### config.mk
export PLATFORM = sky130hd
export DESIGN_NAME = tmr_scrub_controller
export DESIGN_NICKNAME = d
export VERILOG_FILES = /design/src/rtl/tmr_scrub_controller.sv
export SDC_FILE = /design/constraint.sdc
export NUM_CORES = 1
export LEC_CHECK = 0
export CORE_MARGIN = 5
export CORE_UTILIZATION = 45
export DETAILED_ROUTE_END_ITERATION = 8
export GPL_TIMING_DRIVEN = 0
export MAX_ROUTING_LAYER = met4
export PLACE_DENSITY = 0.75
export SYNTH_ARGS = -nofsm -noshare
export SYNTH_HDL_FRONTEND = slang
export SYNTH_SLANG_ARGS = --single-unit
### constraint.sdc
create_clock -name clk_i -period 2.3 [get_ports clk_i]
set_clock_uncertainty 0.1 [all_clocks]
set_input_delay 0.345 -clock clk_i [delete_from_list [all_inputs] [get_ports clk_i]]
set_output_delay 0.345 -clock clk_i [all_outputs]
set_load 0.01 [all_outputs]
### src/rtl/tmr_scrub_controller.sv
// Background scrubber for a voted K-modular-redundant register bank; shares the bank port with user traffic.
// Optional post-correction re-read verification is enabled by defining TMR_SCRUB_VERIFY_EN.
module tmr_scrub_controller #(
    parameter int N            = 16,
    parameter int DEPTH        = 64,
    parameter int ADDR_W       = $clog2(DEPTH),
    parameter int SCRUB_PERIOD = 1024,
    parameter int CNT_W        = 16
) (
    input  logic              clk_i,
    input  logic              rst_n_i,
    input  logic              enable_i,
    input  logic              start_i,
    input  logic              user_busy_i,
    input  logic              user_wr_i,
    input  logic [ADDR_W-1:0] user_addr_i,
    output logic              rd_en_o,
    output logic [ADDR_W-1:0] rd_addr_o,
    input  logic [N-1:0]      voted_i,
    input  logic              mismatch_i,
    output logic              wr_en_o,
    output logic [ADDR_W-1:0] wr_addr_o,
    output logic [N-1:0]      wr_data_o,
    output logic              busy_o,
    output logic              sweep_done_o,
    input  logic              clr_cnt_i,
    output logic [CNT_W-1:0]  err_count_o,
    output logic [ADDR_W-1:0] last_err_addr_o
`ifdef TMR_SCRUB_VERIFY_EN
    ,
    output logic              persistent_err_o,
    output logic [ADDR_W-1:0] persistent_addr_o
`endif
);

    localparam int TMR_W = (SCRUB_PERIOD > 1) ? $clog2(SCRUB_PERIOD) : 1;
    localparam logic [TMR_W-1:0]  TMR_LAST  = TMR_W'((SCRUB_PERIOD > 0) ? SCRUB_PERIOD - 1 : 0);
    localparam logic [ADDR_W-1:0] LAST_ADDR = ADDR_W'(DEPTH - 1);

    typedef enum logic [2:0] {
        IDLE,
        READ,
        CHECK,
        WRITE,
        DONE,
        VERIFY_RD,
        VERIFY_CHK
    } state_t;

    state_t            state_q;
    logic [ADDR_W-1:0] addr_q;
    logic [N-1:0]      data_q;
    logic [TMR_W-1:0]  timer_q;
    logic [CNT_W-1:0]  err_cnt_q;
    logic [ADDR_W-1:0] last_addr_q;

    logic              wb_cancel;
    logic              tmr_fire;
    state_t            adv_state;
    logic [ADDR_W-1:0] adv_addr;

    function automatic logic [CNT_W-1:0] sat_inc(input logic [CNT_W-1:0] v);
        return (&v) ? v : v + 1'b1;
    endfunction

    // A user write to the word under repair makes the voted copy stale.
    assign wb_cancel = user_wr_i && (user_addr_i == addr_q);
    assign tmr_fire  = (SCRUB_PERIOD != 0) && enable_i && (timer_q == TMR_LAST);
    assign adv_state = (addr_q == LAST_ADDR) ? DONE : READ;
    assign adv_addr  = (addr_q == LAST_ADDR) ? addr_q : addr_q + 1'b1;

    assign rd_en_o         = ((state_q == READ) || (state_q == VERIFY_RD)) && !user_busy_i;
    assign rd_addr_o       = addr_q;
    assign wr_en_o         = (state_q == WRITE) && !user_busy_i && !wb_cancel;
    assign wr_addr_o       = addr_q;
    assign wr_data_o       = data_q;
    assign busy_o          = (state_q != IDLE);
    assign sweep_done_o    = (state_q == DONE);
    assign err_count_o     = err_cnt_q;
    assign last_err_addr_o = last_addr_q;

`ifdef TMR_SCRUB_VERIFY_EN
    logic              pers_err_q;
    logic [ADDR_W-1:0] pers_addr_q;

    assign persistent_err_o  = pers_err_q;
    assign persistent_addr_o = pers_addr_q;
`endif

    always_ff @(posedge clk_i or negedge rst_n_i) begin
        if (!rst_n_i) begin
            state_q     <= IDLE;
            addr_q      <= '0;
            data_q      <= '0;
            timer_q     <= '0;
            err_cnt_q   <= '0;
            last_addr_q <= '0;
`ifdef TMR_SCRUB_VERIFY_EN
            pers_err_q  <= 1'b0;
            pers_addr_q <= '0;
`endif
        end else begin
            if (clr_cnt_i) begin
                err_cnt_q <= '0;
            end else if (wr_en_o) begin
                err_cnt_q <= sat_inc(err_cnt_q);
            end
            if (wr_en_o) begin
                last_addr_q <= addr_q;
            end

            case (state_q)
                IDLE: begin
                    if (start_i || tmr_fire) begin
                        state_q <= READ;
                        addr_q  <= '0;
                        timer_q <= '0;
                    end else if (enable_i && (SCRUB_PERIOD != 0)) begin
                        timer_q <= timer_q + 1'b1;
                    end else begin
                        timer_q <= '0;
                    end
                end
                READ: begin
                    if (!user_busy_i) begin
                        state_q <= CHECK;
                    end
                end
                CHECK: begin
                    data_q <= voted_i;
                    if (mismatch_i && !wb_cancel) begin
                        state_q <= WRITE;
                    end else begin
                        state_q <= adv_state;
                        addr_q  <= adv_addr;
                    end
                end
                WRITE: begin
                    if (wb_cancel) begin
                        state_q <= adv_state;
                        addr_q  <= adv_addr;
                    end else if (!user_busy_i) begin
`ifdef TMR_SCRUB_VERIFY_EN
                        state_q <= VERIFY_RD;
`else
                        state_q <= adv_state;
                        addr_q  <= adv_addr;
`endif
                    end
                end
`ifdef TMR_SCRUB_VERIFY_EN
                VERIFY_RD: begin
                    if (!user_busy_i) begin
                        state_q <= VERIFY_CHK;
                    end
                end
                VERIFY_CHK: begin
                    if (mismatch_i) begin
                        pers_err_q  <= 1'b1;
                        pers_addr_q <= addr_q;
                    end
                    state_q <= adv_state;
                    addr_q  <= adv_addr;
                end
`endif
                DONE: begin
                    state_q <= IDLE;
                end
                default: begin
                    state_q <= IDLE;
                end
            endcase

`ifdef TMR_SCRUB_VERIFY_EN
            if (clr_cnt_i) begin
                pers_err_q <= 1'b0;
            end
`endif
        end
    end

endmodule

Yosys cells after proc, flatten, opt, wreduce, memory -nomap -nowiden

Cells that the tools add are included.
W data, S select, Z words.

Register bits after elaboration: 57
Input bits: 30
Output and inout port bits: 54
Logic and storage cells: 58

Add/subtract/negate cells: 3
Equality and inequality tests: 13
Muxes and demuxes: 18
Reductions and logical operators: 18

Operator list:

| cell                    | number |
|---|---|
| $mux W16                | 3 |
| $mux W6                 | 5 |
| $mux W10                | 2 |
| $mux W3                 | 6 |
| $pmux W6 S3             | 1 |
| $add A16 B1 Y16 const B | 1 |
| $reduce_and A16 Y1      | 1 |
| $pmux W3 S4             | 1 |
| $add A10 B1 Y10 const B | 1 |
| $eq A10 B10 Y1 const B  | 1 |
| $ne A2 B2 Y1 const B    | 4 |
| $add A6 B1 Y6 const B   | 1 |
| $eq A3 B2 Y1 const B    | 2 |
| $eq A3 B3 Y1 const B    | 2 |
| $eq A6 B6 Y1            | 1 |
| $eq A6 B6 Y1 const B    | 1 |
| $logic_and A1 B1 Y1     | 6 |
| $reduce_bool A3 Y1      | 2 |
| $reduce_and A4 Y1       | 1 |
| $eq A3 B1 Y1 const B    | 1 |
| $logic_not A3 Y1        | 1 |
| $ne A3 B3 Y1 const B    | 1 |
| $reduce_and A3 Y1       | 1 |
| $logic_not A1 Y1        | 2 |
| 3 further kinds         | 4 |

Logic depth before layout (Yosys ltp)

Gate-level depths: netlist of the first run.

Depth after elaboration: 6
Mapped depth: 7
Gate-level depth less buffers: 6

Least setup slack after synthesis of the first run

OpenSTA, ideal clock, no wires.

Kind: reg2reg
From: register err_cnt_q[0], in the netlist err_count_o[0]
To: register err_cnt_q[12], in the netlist err_count_o[12]
Arrival time: 1.828 ns
Slack: 0.294 ns
Stages on the path, launching flop included: 7
Period minus slack after synthesis: 2.006 ns
Cell sequence: dfrtp_1 ha_1 nand3_2 or3b_1 buf_2 or4_1 a21oi_1

Longest elaborated chain between the ends: 4

Ends and longest elaborated chain:

| what                   | RTL line | text |
|---|---|---|
| from (decl)            | 54       | `logic [CNT_W-1:0] err_cnt_q;` |
| from (signal assigned) | 106      | `err_cnt_q <= sat_inc(err_cnt_q);` |
| $add A16 B1 Y16        | 63       | `return (&v) ? v : v + 1'b1;` |
| $mux W16               | 63       |  |
| $mux W16               | 105      | `end else if (wr_en_o) begin` |
| $mux W16               | 103      | `if (clr_cnt_i) begin` |

Several ways; a longest one is shown, not always the timed one. The select of a mux whose other input is x is not followed.
A chain may end at the register's enable or synchronous reset.

Worst setup path in the final report of the first run

From: input user_addr_i[3]
To: output wr_en_o

Longest elaborated chain between the ends: 4

Ends and longest elaborated chain:

| what                | RTL line | text |
|---|---|---|
| from (decl)         | 16       | `input logic [ADDR_W-1:0] user_addr_i,` |
| $eq A6 B6 Y1        | 67       | `assign wb_cancel = user_wr_i && (user_addr_i == addr_q);` |
| $logic_and A1 B1 Y1 | 67       |  |
| $logic_not A1 Y1    | 74       | `assign wr_en_o = (state_q == WRITE) && !user_busy_i && !wb_cancel;` |
| $logic_and A1 B1 Y1 | 74       |  |
| to (decl)           | 21       | `output logic wr_en_o,` |

Every way passes these cells.

==> run_results.csv, run 1 <==
group,metric,value,unit
run_status,outcome,"finished, final reports clean",
critical_path,path_cells,"clkdlybuf4s50_1, xnor2_2, nand3_2, o21ai_2, clkbuf_8, inv_1, clkdlybuf4s15_1",
sta,whs,309,ps
synth,ys_async_sr_fraction,100,%
critical_path,r2r-end,"err_count_o[10]",
sta,tightest_slew,561,ps
sta,relSlewSlack,62.5,%
synth,mappedNetlistArea,2910,um^2
critical_path,cp-startpoint,"user_addr_i[3]",
critical_path,endpoint_kind,"output port",
critical_path,worstPathRequired,1860,ps
floorplan,die_x,90.4,um
power,finalPower,3970,uW
synth,synth_edf_count,0,
drt,wl_per_cell,16.0,um
clock_tree,clock-root-buffer,"clkbuf_8",
floorplan,die-height,90.4,um
floorplan,coreArea,6310,um^2
sta,timing.final.crit_period,2200,ps
grt,grt_start_max_net_pins,41,
critical_path,crit_family,"buffers and inverters",
sta,finalCritPeriodShare,95.5,%
critical_path,critPathMaxFanout,4,
synth,synth_top_area_share,49.0,%
grt,antenna_found_initial,0,
critical_path,critical-path-max-stage-delay,500,ps
power,p_per_area,947,nW/um^2
critical_path,crit_end,"wr_en_o",
clock_tree,cts.sinks,57,
sta,setup_viol_count_final,0,
clock_tree,cts_tree,"yes",
cells_and_area,diodes,0,
place,routabilityCongestion,0.836,
drt,route.vias.total,2568,
place,port_buffers,82,
critical_path,crit_arrival,1750,ps
synth,synth_nets,307,
critical_path,path_buf_inv,4,
drt,drt-initial-drc-count,95,
synth,synth.avg_cell_area,10.6,um^2
grt,grt_pass1_wl,12.4,mm
min_path,min_from,"clr_cnt_i",
grt,grt_pass1_vias,2565,
synth,synthCells,274,
synth,synth_top_area_cell,"dfrtp_1",
synth,ys_ff_latch,57,
critical_path,worstSetupPathType,"in2out",
clock_tree,clk_pin_slew,70,ps
grt,grt_overflow,0,
sta,fin_setup_tns,0,ps
floorplan,start_util,46.1,%
synth,ys_seq_area_share,49.0,%
drt,routed_wl,7.35,mm
min_path,hold_path_class,"in2reg",
cells_and_area,syn_to_final_growth,44.1,%
drt,ant_nets,0,
cells_and_area,most-common-layout-cells,"clkdlybuf4s50_1, dfrtp_1, a21oi_1, mux2_2, nand2_1",
sta,rsz0062_at_grt,"true",
critical_path,r2r_cells,6,
drt,drt_pass1_iterations,4,
synth,synth.distinct_cells,49,
synth,synthFlopType,"dfrtp_1",
cells_and_area,final_util,66.4,%
sta,clock.fmax,455,MHz
cells_and_area,drive_above_1_share,23.6,%
critical_path,r2r-start,"err_count_o[6]",
cells_and_area,nets,410,
clock_tree,cts_buffers,9,
place,dp.final_hpwl,5.13,mm
drt,vias_per_cell,5.59,
critical_path,critPathLaunchType,"input pin",
synth,ys_warn_count,0,
sta,slew_viol_final,0,
critical_path,critical_path_depth,7,
floorplan,ioPinCount,84,
flow_run,maxCapViolations,0,
clock_tree,clk_latency,340,ps
power,p_leak,0.00169,uW
critical_path,rrSetupSlack,140,ps
clock_tree,htreeDepth,3,
clock_tree,cts_max_path_buffers,2,
floorplan,row_count,29,
power,max-vdd-ir-drop,563,uV
synth,netlist_top_cells_area,"dfrtp_1, mux2_2, a21oi_1",
cells_and_area,final_common_cell,"clkdlybuf4s50_1",
floorplan,die_area,8180,um^2
critical_path,slowest_stage,"clkdlybuf4s50_1",
sta,finalHoldViolCount,0,
drt,drcViolationCount,0,
grt,track_usage,18.8,%
## how the worst min path moves through the flow
stage	endpoint	depth (start not counted)	slack (ps)
floorplan	err_count_o[0]	0	-50
global placement	last_err_addr_o[1]	2	360
detailed placement	last_err_addr_o[2]	1	210
CTS	err_count_o[3]	2	310
global route	err_count_o[0]	2	320
finish	err_count_o[3]	2	310
## cells by family (layout without fill, tap and decap cells)
logic type | after synthesis | in the layout | share of synthesized area [%]
DFF | 57 | 57 | 49.0
muxes | 26 | 26 | 9.93
adders and majority gates | 3 | 3 | 1.29
and+or+nand+nor | 88 | 88 | 18.4
AOI/OAI and AO/OA | 70 | 70 | 15.3
buffers and inverters | 23 | 131 | 3.87
xor gates and xnor gates | 7 | 7 | 2.11
## repair_timing
action	CTS	global route
endpoints found under the setup margin	2	10
endpoints found under the hold margin	17	0
gates resized for setup	20	9
hold buffers	1	0
pin swaps	4	3
buffers inserted	6	3
## through the flow
step                cell area (um^2)  worst slack, ps  instances
global route                    4190            -11.5        459
finish                          4190              103        459
detailed placement              3840             -809        434
floorplan                       2910              294        274
global placement                3830            -1050        433
CTS                             4150             16.1        457
## power breakdown
group / internal, uW / total, uW / switching, uW
Combinational: 915 / 1610 / 692
Clock: 499 / 939 / 439
Sequential: 1240 / 1420 / 183
## per-layer routing
| metal | global-route usage [%] | up-vias | wire, um |
|---|---|---|---|
| met3 | 3.00 | 9 | 374 |
| met4 | 7.57 | 0 | 108 |
| met1 | 23.3 | 1241 | 3180 |
| met2 | 30.9 | 82 | 3680 |
| li1 | - | 1236 | - |
| met5 | - | - | 0 |
## layout make-up
cell class                 instances  area (um^2)
clock buffer                       9          124
clock inverter                     7         70.1
sequential                        57         1440
inverter                           7         26.3
timing repair buffer              93          912
tap                               77         96.3
multi-input combinational        194         1430
fill                             511         2120
buffer                            15         93.8
## registers in the layout, summed over array words and instances, names as in the netlist
register,flops
rd_addr_o,6
err_count_o,16
last_err_addr_o,6
wr_data_o,16
timer_q,10
state_q,3
## worst register-to-register path: cells and delay by family, from the launching register on
family / cells / cell delay, ps
compound gates: 1 / 160
buf+inv: 1 / 170
flops: 1 / 460
simple gates: 4 / 1190
## synth_stat cells, types with 2 or more instances
master / n
and3_1: 6
o211ai_1: 2
a22o_1: 2
a31oi_1: 7
mux2_2: 23
o21ai_1: 2
nand4_1: 5
o31ai_1: 12
nand3_1: 9
inv_2: 2
inv_1: 5
clkbuf_1: 6
mux2i_1: 3
nand2b_1: 7
o21a_1: 3
xnor2_1: 6
or3_1: 2
buf_2: 3
or4_1: 11
dfrtp_1: 57
nor2_1: 12
nor3_1: 3
buf_4: 6
nand2_1: 17
a21oi_1: 23
ha_1: 3
o21ai_0: 9
and2_1: 3
a41oi_1: 5
(Power assumes the default switching activity.)
==> inputs of run 2 (changes only) <==
--- a/config.mk
+++ b/config.mk
@@ -5,7 +5,7 @@
 export SDC_FILE = /design/constraint.sdc
 export NUM_CORES = 1
 export LEC_CHECK = 0
-export CORE_MARGIN = 5
+export CORE_MARGIN = 3
 export CORE_UTILIZATION = 45
 export DETAILED_ROUTE_END_ITERATION = 8
 export GPL_TIMING_DRIVEN = 0
==> run 2 against run 1 <==
Sequential share of layout area is 1.1 points lower. Wire length grew 2.1%. Utilization up 4.7 points. Total power is 7.5% higher. Critical path depth increased by 5. Clock-buffer cell count is 1 higher. Die area shrank 8.7%. Sequential power hardly changed. Combinational power increased by 6%. Critical path type is now in2reg. Largest cell class is now multi-input gates. Highest routed layer unchanged.
==> run_results.csv, run 2 (same netlist as run 1, synthesis figures left out) <==
group,metric,value,unit
critical_path,endpoint_kind,"flip-flop",
drt,route.vias.total,2638,
clock_tree,clk_latency,340,ps
sta,setup_viol_count_final,0,
critical_path,critPathLaunchType,"input pin",
place,dp_slack,-798,ps
place,place_area,3840,um^2
cells_and_area,fill_cells,462,
grt,grt_start_max_net_pins,32,
clock_tree,cts_tree,"yes",
cells_and_area,syn_to_final_growth,49.0,%
sta,clock.fmax,439,MHz
cells_and_area,regArea,1440,um^2
floorplan,start_util,47.7,%
sta,finalHoldViolCount,0,
run_status,outcome,"finished, final reports clean",
clock_tree,clock-root-buffer,"clkbuf_8",
critical_path,path_cells,"clkdlybuf4s50_1, xnor2_1, nand4_1, buf_4, buf_4, buf_4, buf_4, o21ai_4, buf_8, buf_4, or3_2, a21oi_1",
place,routabilityCongestion,0.864,
grt,grt_pass1_wl,12.5,mm
critical_path,worstSetupPathType,"in2reg",
cells_and_area,most-common-layout-cells,"clkdlybuf4s50_1, dfrtp_1, buf_4",
grt,antenna_found_initial,0,
critical_path,worstPathRequired,2460,ps
drt,vias_per_cell,5.64,
critical_path,r2r_cells,11,
critical_path,crit_arrival,2430,ps
critical_path,critical-path-max-stage-delay,440,ps
floorplan,die_x,86.4,um
cells_and_area,diodes,0,
cells_and_area,drive_above_1_share,26.0,%
clock_tree,cts.sinks,57,
sta,fin_ws,22.4,ps
grt,track_usage,22.0,%
sta,finalCritPeriodShare,99.0,%
clock_tree,cts_buffers,9,
sta,whs,298,ps
floorplan,die-height,86.4,um
min_path,hold_path_class,"in2reg",
floorplan,die_area,7470,um^2
sta,relSlewSlack,57.2,%
place,port_buffers,82,
critical_path,cp-startpoint,"user_addr_i[2]",
drt,drcViolationCount,0,
cells_and_area,nets,421,
sta,fin_setup_tns,0,ps
critical_path,slowest_stage,"or3_2",
floorplan,row_count,28,
drt,drt_pass1_iterations,4,
cells_and_area,final_common_cell,"clkdlybuf4s50_1",
power,p_per_area,984,nW/um^2
place,dp.final_hpwl,5.15,mm
clock_tree,htreeDepth,3,
critical_path,cp_common_cell,"buf_4",
floorplan,coreArea,6100,um^2
drt,drt-initial-drc-count,147,
critical_path,crit_end,"err_count_o[6]",
sta,tightest_slew,643,ps
power,p_leak,0.00178,uW
critical_path,r2r-end,"err_count_o[6]",
power,finalPower,4270,uW
critical_path,critPathMaxFanout,8,
drt,ant_nets,0,
sta,slew_viol_final,0,
grt,grt_pass1_vias,2607,
clock_tree,cts_max_path_buffers,2,
clock_tree,clk_pin_slew,60,ps
critical_path,rrSetupSlack,40,ps
grt,grt_overflow,0,
critical_path,r2r-start,"rd_addr_o[0]",
drt,routed_wl,7.50,mm
cells_and_area,fin_area,4340,um^2
flow_run,maxCapViolations,0,
drt,wl_per_cell,16.0,um
power,max-vdd-ir-drop,603,uV
cells_and_area,multi_input_area,1440,um^2
sta,timing.final.crit_period,2280,ps
floorplan,ioPinCount,84,
[run 2: changes by cell type in the layout (fill, tap and decap cells not counted), sizes merged]
| cell | before | now |
|---|---|---|
| dlygate4sd2 | 1 | 0 |
| clkdlybuf4s15 | 1 | 0 |
| buf | 21 | 32 |
| clkbuf | 14 | 16 |
| inv | 8 | 7 |
| bufinv | 1 | 3 |
| clkinv | 4 | 3 |
| clkinvlp | 1 | 0 |
| dlymetal6s2s | 0 | 1 |
[run 2: metrics by stage]
step / std cells / util (%)
floorplan: 274 / -
global placement: 431 / 62.7
detailed placement: 432 / 63.0
CTS: 463 / 69.5
global route: 468 / 71.1
finish: 468 / 71.1
[run 2: where the power goes]
group          switching, uW  total (uW)  internal, uW  leakage [uW]
Sequential               174        1420          1240      0.000740
Combinational            719        1700           981      0.000918
Clock                    407        1150           743      0.000126
Total                   1300        4270          2970       0.00178
[run 2: final cells by class]
type,count,area share (%)
Buffer,16,2.57
Clock inverter,6,2.42
Multi-Input combinational cell,194,33.2
Inverter,7,0.606
Timing Repair Buffer,103,22.7
Sequential cell,57,33.1
Tap cell,75,2.16
Clock buffer,10,3.17
[run 2: worst min path at each step]
| stage | from | endpoint | slack (ps) | cells past startpoint |
|---|---|---|---|---|
| after floorplan | rst_n_i | err_count_o[0] | -50 | 0 |
| after global placement | last_err_addr_o[1] | last_err_addr_o[1] | 360 | 2 |
| after detailed placement | rst_n_i | wr_data_o[12] | 300 | 1 |
| after CTS | clr_cnt_i | err_count_o[15] | 270 | 2 |
| after global routing | clr_cnt_i | err_count_o[15] | 300 | 2 |
| final | clr_cnt_i | err_count_o[15] | 300 | 2 |
[run 2: worst max-delay path, delay by kind of cell]
| kind | cells | cell delay (ps) |
|---|---|---|
| AOI/OAI and AO/OA | 2 | 230 |
| xor gates and xnor gates | 1 | 130 |
| buffers and inverters | 7 | 1120 |
| and+or+nand+nor | 2 | 600 |
[run 2: per-layer routing]
metal | share of wire, % | global-route usage (%)
met1 | 43 | 27.1
met2 | 51 | 35.3
met3 | 4.8 | 5.51
met4 | 1.3 | 7.51
met5 | 0 | -
[run 2: timing repair]
item	in CTS	in global routing
hold endpoints to repair	26	0
hold buffers	1	0
endpoints found under the setup margin	3	16
pin swaps	4	5
buffers inserted	14	5
resized for setup	19	15
==> inputs of run 3 (changes only) <==
--- a/config.mk
+++ b/config.mk
@@ -5,12 +5,14 @@
 export SDC_FILE = /design/constraint.sdc
 export NUM_CORES = 1
 export LEC_CHECK = 0
+export CAP_MARGIN = 20
 export CORE_MARGIN = 3
-export CORE_UTILIZATION = 45
+export CORE_UTILIZATION = 47
+export CTS_CLUSTER_SIZE = 8
 export DETAILED_ROUTE_END_ITERATION = 8
 export GPL_TIMING_DRIVEN = 0
 export MAX_ROUTING_LAYER = met4
-export PLACE_DENSITY = 0.75
+export PLACE_DENSITY = 0.78
 export SYNTH_ARGS = -nofsm -noshare
 export SYNTH_HDL_FRONTEND = slang
 export SYNTH_SLANG_ARGS = --single-unit
==> run 3 against run 2 <==
Sequential cell count unchanged. Combinational power decreased by 5%. Largest cell class is now flip-flops and latches. Wire length decreased by 3.3%. Maximum frequency increased by 4.3%. Final cell count decreased by 1.3%. Total power decreased by 8.9%. Clock power decreased by 26%. Non-clock buffer count decreased by 6. Sequential share of layout area increased by 1.3 points. Global-route usage decreased by 0.91 points. Die area decreased by 4.0%.
==> run_results.csv, run 3 (same netlist as run 1, synthesis figures left out) <==
group,metric,value,unit
run_status,outcome,"finished, final reports clean",
drt,drcViolationCount,0,
cells_and_area,final_util,70.1,%
drt,routed_wl,7.25,mm
grt,grt_overflow,0,
cells_and_area,most-common-layout-cells,"clkdlybuf4s50_1, dfrtp_1, a21oi_1, mux2_2, buf_4",
critical_path,r2r-start,"rd_addr_o[5]",
clock_tree,cts_buffers,9,
sta,setup_viol_count_final,0,
sta,finalHoldViolCount,0,
sta,clock.fmax,458,MHz
cells_and_area,nets,415,
cells_and_area,fin_area,4180,um^2
clock_tree,clk_pin_slew,70,ps
sta,finalCritPeriodShare,95.0,%
critical_path,cp-startpoint,"user_addr_i[3]",
sta,relSlewSlack,57.8,%
power,p_comb_share,41.3,%
floorplan,row_count,28,
drt,drt_pass1_iterations,4,
critical_path,worstPathRequired,2420,ps
sta,slew_viol_final,0,
place,dp.final_hpwl,5.01,mm
sta,tightest_slew,633,ps
clock_tree,clock-root-buffer,"clkbuf_8",
critical_path,endpoint_kind,"flip-flop",
sta,timing.final.crit_period,2180,ps
clock_tree,htreeDepth,3,
drt,ant_nets,0,
critical_path,critPathMaxFanout,10,
critical_path,crit_arrival,2300,ps
critical_path,critPathLaunchType,"input pin",
floorplan,ioPinCount,84,
cells_and_area,final_common_cell,"clkdlybuf4s50_1",
place,dp_slack,-804,ps
place,routabilityCongestion,0.828,
cells_and_area,syn_to_final_growth,43.6,%
power,switching_share,32.9,%
power,p_leak,0.00168,uW
critical_path,worstSetupPathType,"in2reg",
cells_and_area,diodes,0,
power,max-vdd-ir-drop,526,uV
power,p_per_area,930,nW/um^2
drt,drt-initial-drc-count,138,
power,p_seq_share,36.7,%
sta,fin_ws,116,ps
floorplan,start_util,48.9,%
floorplan,die_area,7170,um^2
floorplan,die-height,84.7,um
clock_tree,clk_latency,330,ps
grt,grt_pass1_wl,11.8,mm
power,switchingPower,1280,uW
drt,route.vias.total,2593,
floorplan,die_x,84.7,um
flow_run,maxCapViolations,0,
grt,grt_start_max_net_pins,31,
place,place_area,3840,um^2
floorplan,coreArea,5960,um^2
power,p_int,2610,uW
sta,fin_setup_tns,0,ps
power,power.share.clock,22.0,%
grt,grt_pass1_vias,2502,
clock_tree,cts.sinks,57,
grt,track_usage,21.1,%
cells_and_area,drive_above_1_share,23.3,%
min_path,min_from,"clr_cnt_i",
grt,antenna_found_initial,0,
clock_tree,cts_tree,"yes",
min_path,hold_path_class,"in2reg",
critical_path,rrSetupSlack,130,ps
drt,wl_per_cell,15.7,um
drt,vias_per_cell,5.61,
clock_tree,cts_max_path_buffers,2,
place,port_buffers,82,
## run 3: cell count changes in the layout (fill, tap and decap cells not counted), sizes merged
cell / previous run / this run
buf: 32 / 25
dlymetal6s2s: 1 / 0
bufinv: 3 / 0
clkdlybuf4s50: 79 / 80
clkinvlp: 0 / 2
clkbuf: 16 / 18
## run 3: critical path, stage by stage
cell and delay, ps:
clkdlybuf4s50_1 420, xnor2_1 130, nand3_1 140, buf_4 130
buf_4 110, o21ai_1 90, clkbuf_2 210, nor4_1 340
mux2_2 370
## run 3: through the flow
| stage | cells | hold slack [ps] | total power [uW] |
|---|---|---|---|
| global placement | 431 | 364 | 2890 |
| floorplan | 274 | -50.6 | 2200 |
| detailed placement | 432 | 298 | 2940 |
| global route | 462 | 343 | 4110 |
| CTS | 458 | 302 | 3860 |
| finish | 462 | 308 | 3890 |
## run 3: worst paths after layout
| check | depth (start not counted) | end |
|---|---|---|
| worst max-delay path | 9 | err_count_o[14] |
| worst min-delay path | 2 | err_count_o[0] |
| worst max register to register | 8 | err_count_o[14] |
| worst min register to register | 2 | last_err_addr_o[1] |
| max in group asynchronous | 3 | rd_addr_o[5] |
| min in group asynchronous | 2 | wr_data_o[9] |
## run 3: metal layers
layer / vias to the layer above / global-route usage (%) / part of all wire (%)
met5: - / - / 0
met4: 0 / 7.48 / 1.6
met3: 13 / 4.42 / 4.6
met2: 77 / 32.6 / 50
met1: 1258 / 27.5 / 44
li1: 1245 / - / -
## run 3: final cells by class
cell class,count,area (um^2)
Buffer,16,101
Clock inverter,5,30.0
Clock buffer,11,151
Multi-Input combinational cell,194,1400
Timing Repair Buffer,97,938
Sequential cell,57,1440
Tap cell,75,93.8
Fill cell,454,1780
Inverter,7,26.3
## run 3: timing repair
action                                  4_1_cts  5_1_grt
pin swaps                                     4        3
endpoints found under the setup margin        4        7
gates resized for setup                      16        8
hold buffers                                  1        0
buffers inserted                              9        4
hold endpoints to repair                     27        0
## run 3: power groups by stage
stage | Sequential, uW | Clock (uW) | Combinational, uW
global placement | 1450 | 0 | 1440
floorplan | 1520 | 0 | 679
detailed placement | 1460 | 0 | 1470
finish | 1430 | 854 | 1610
CTS | 1420 | 861 | 1580
global route | 1460 | 923 | 1730
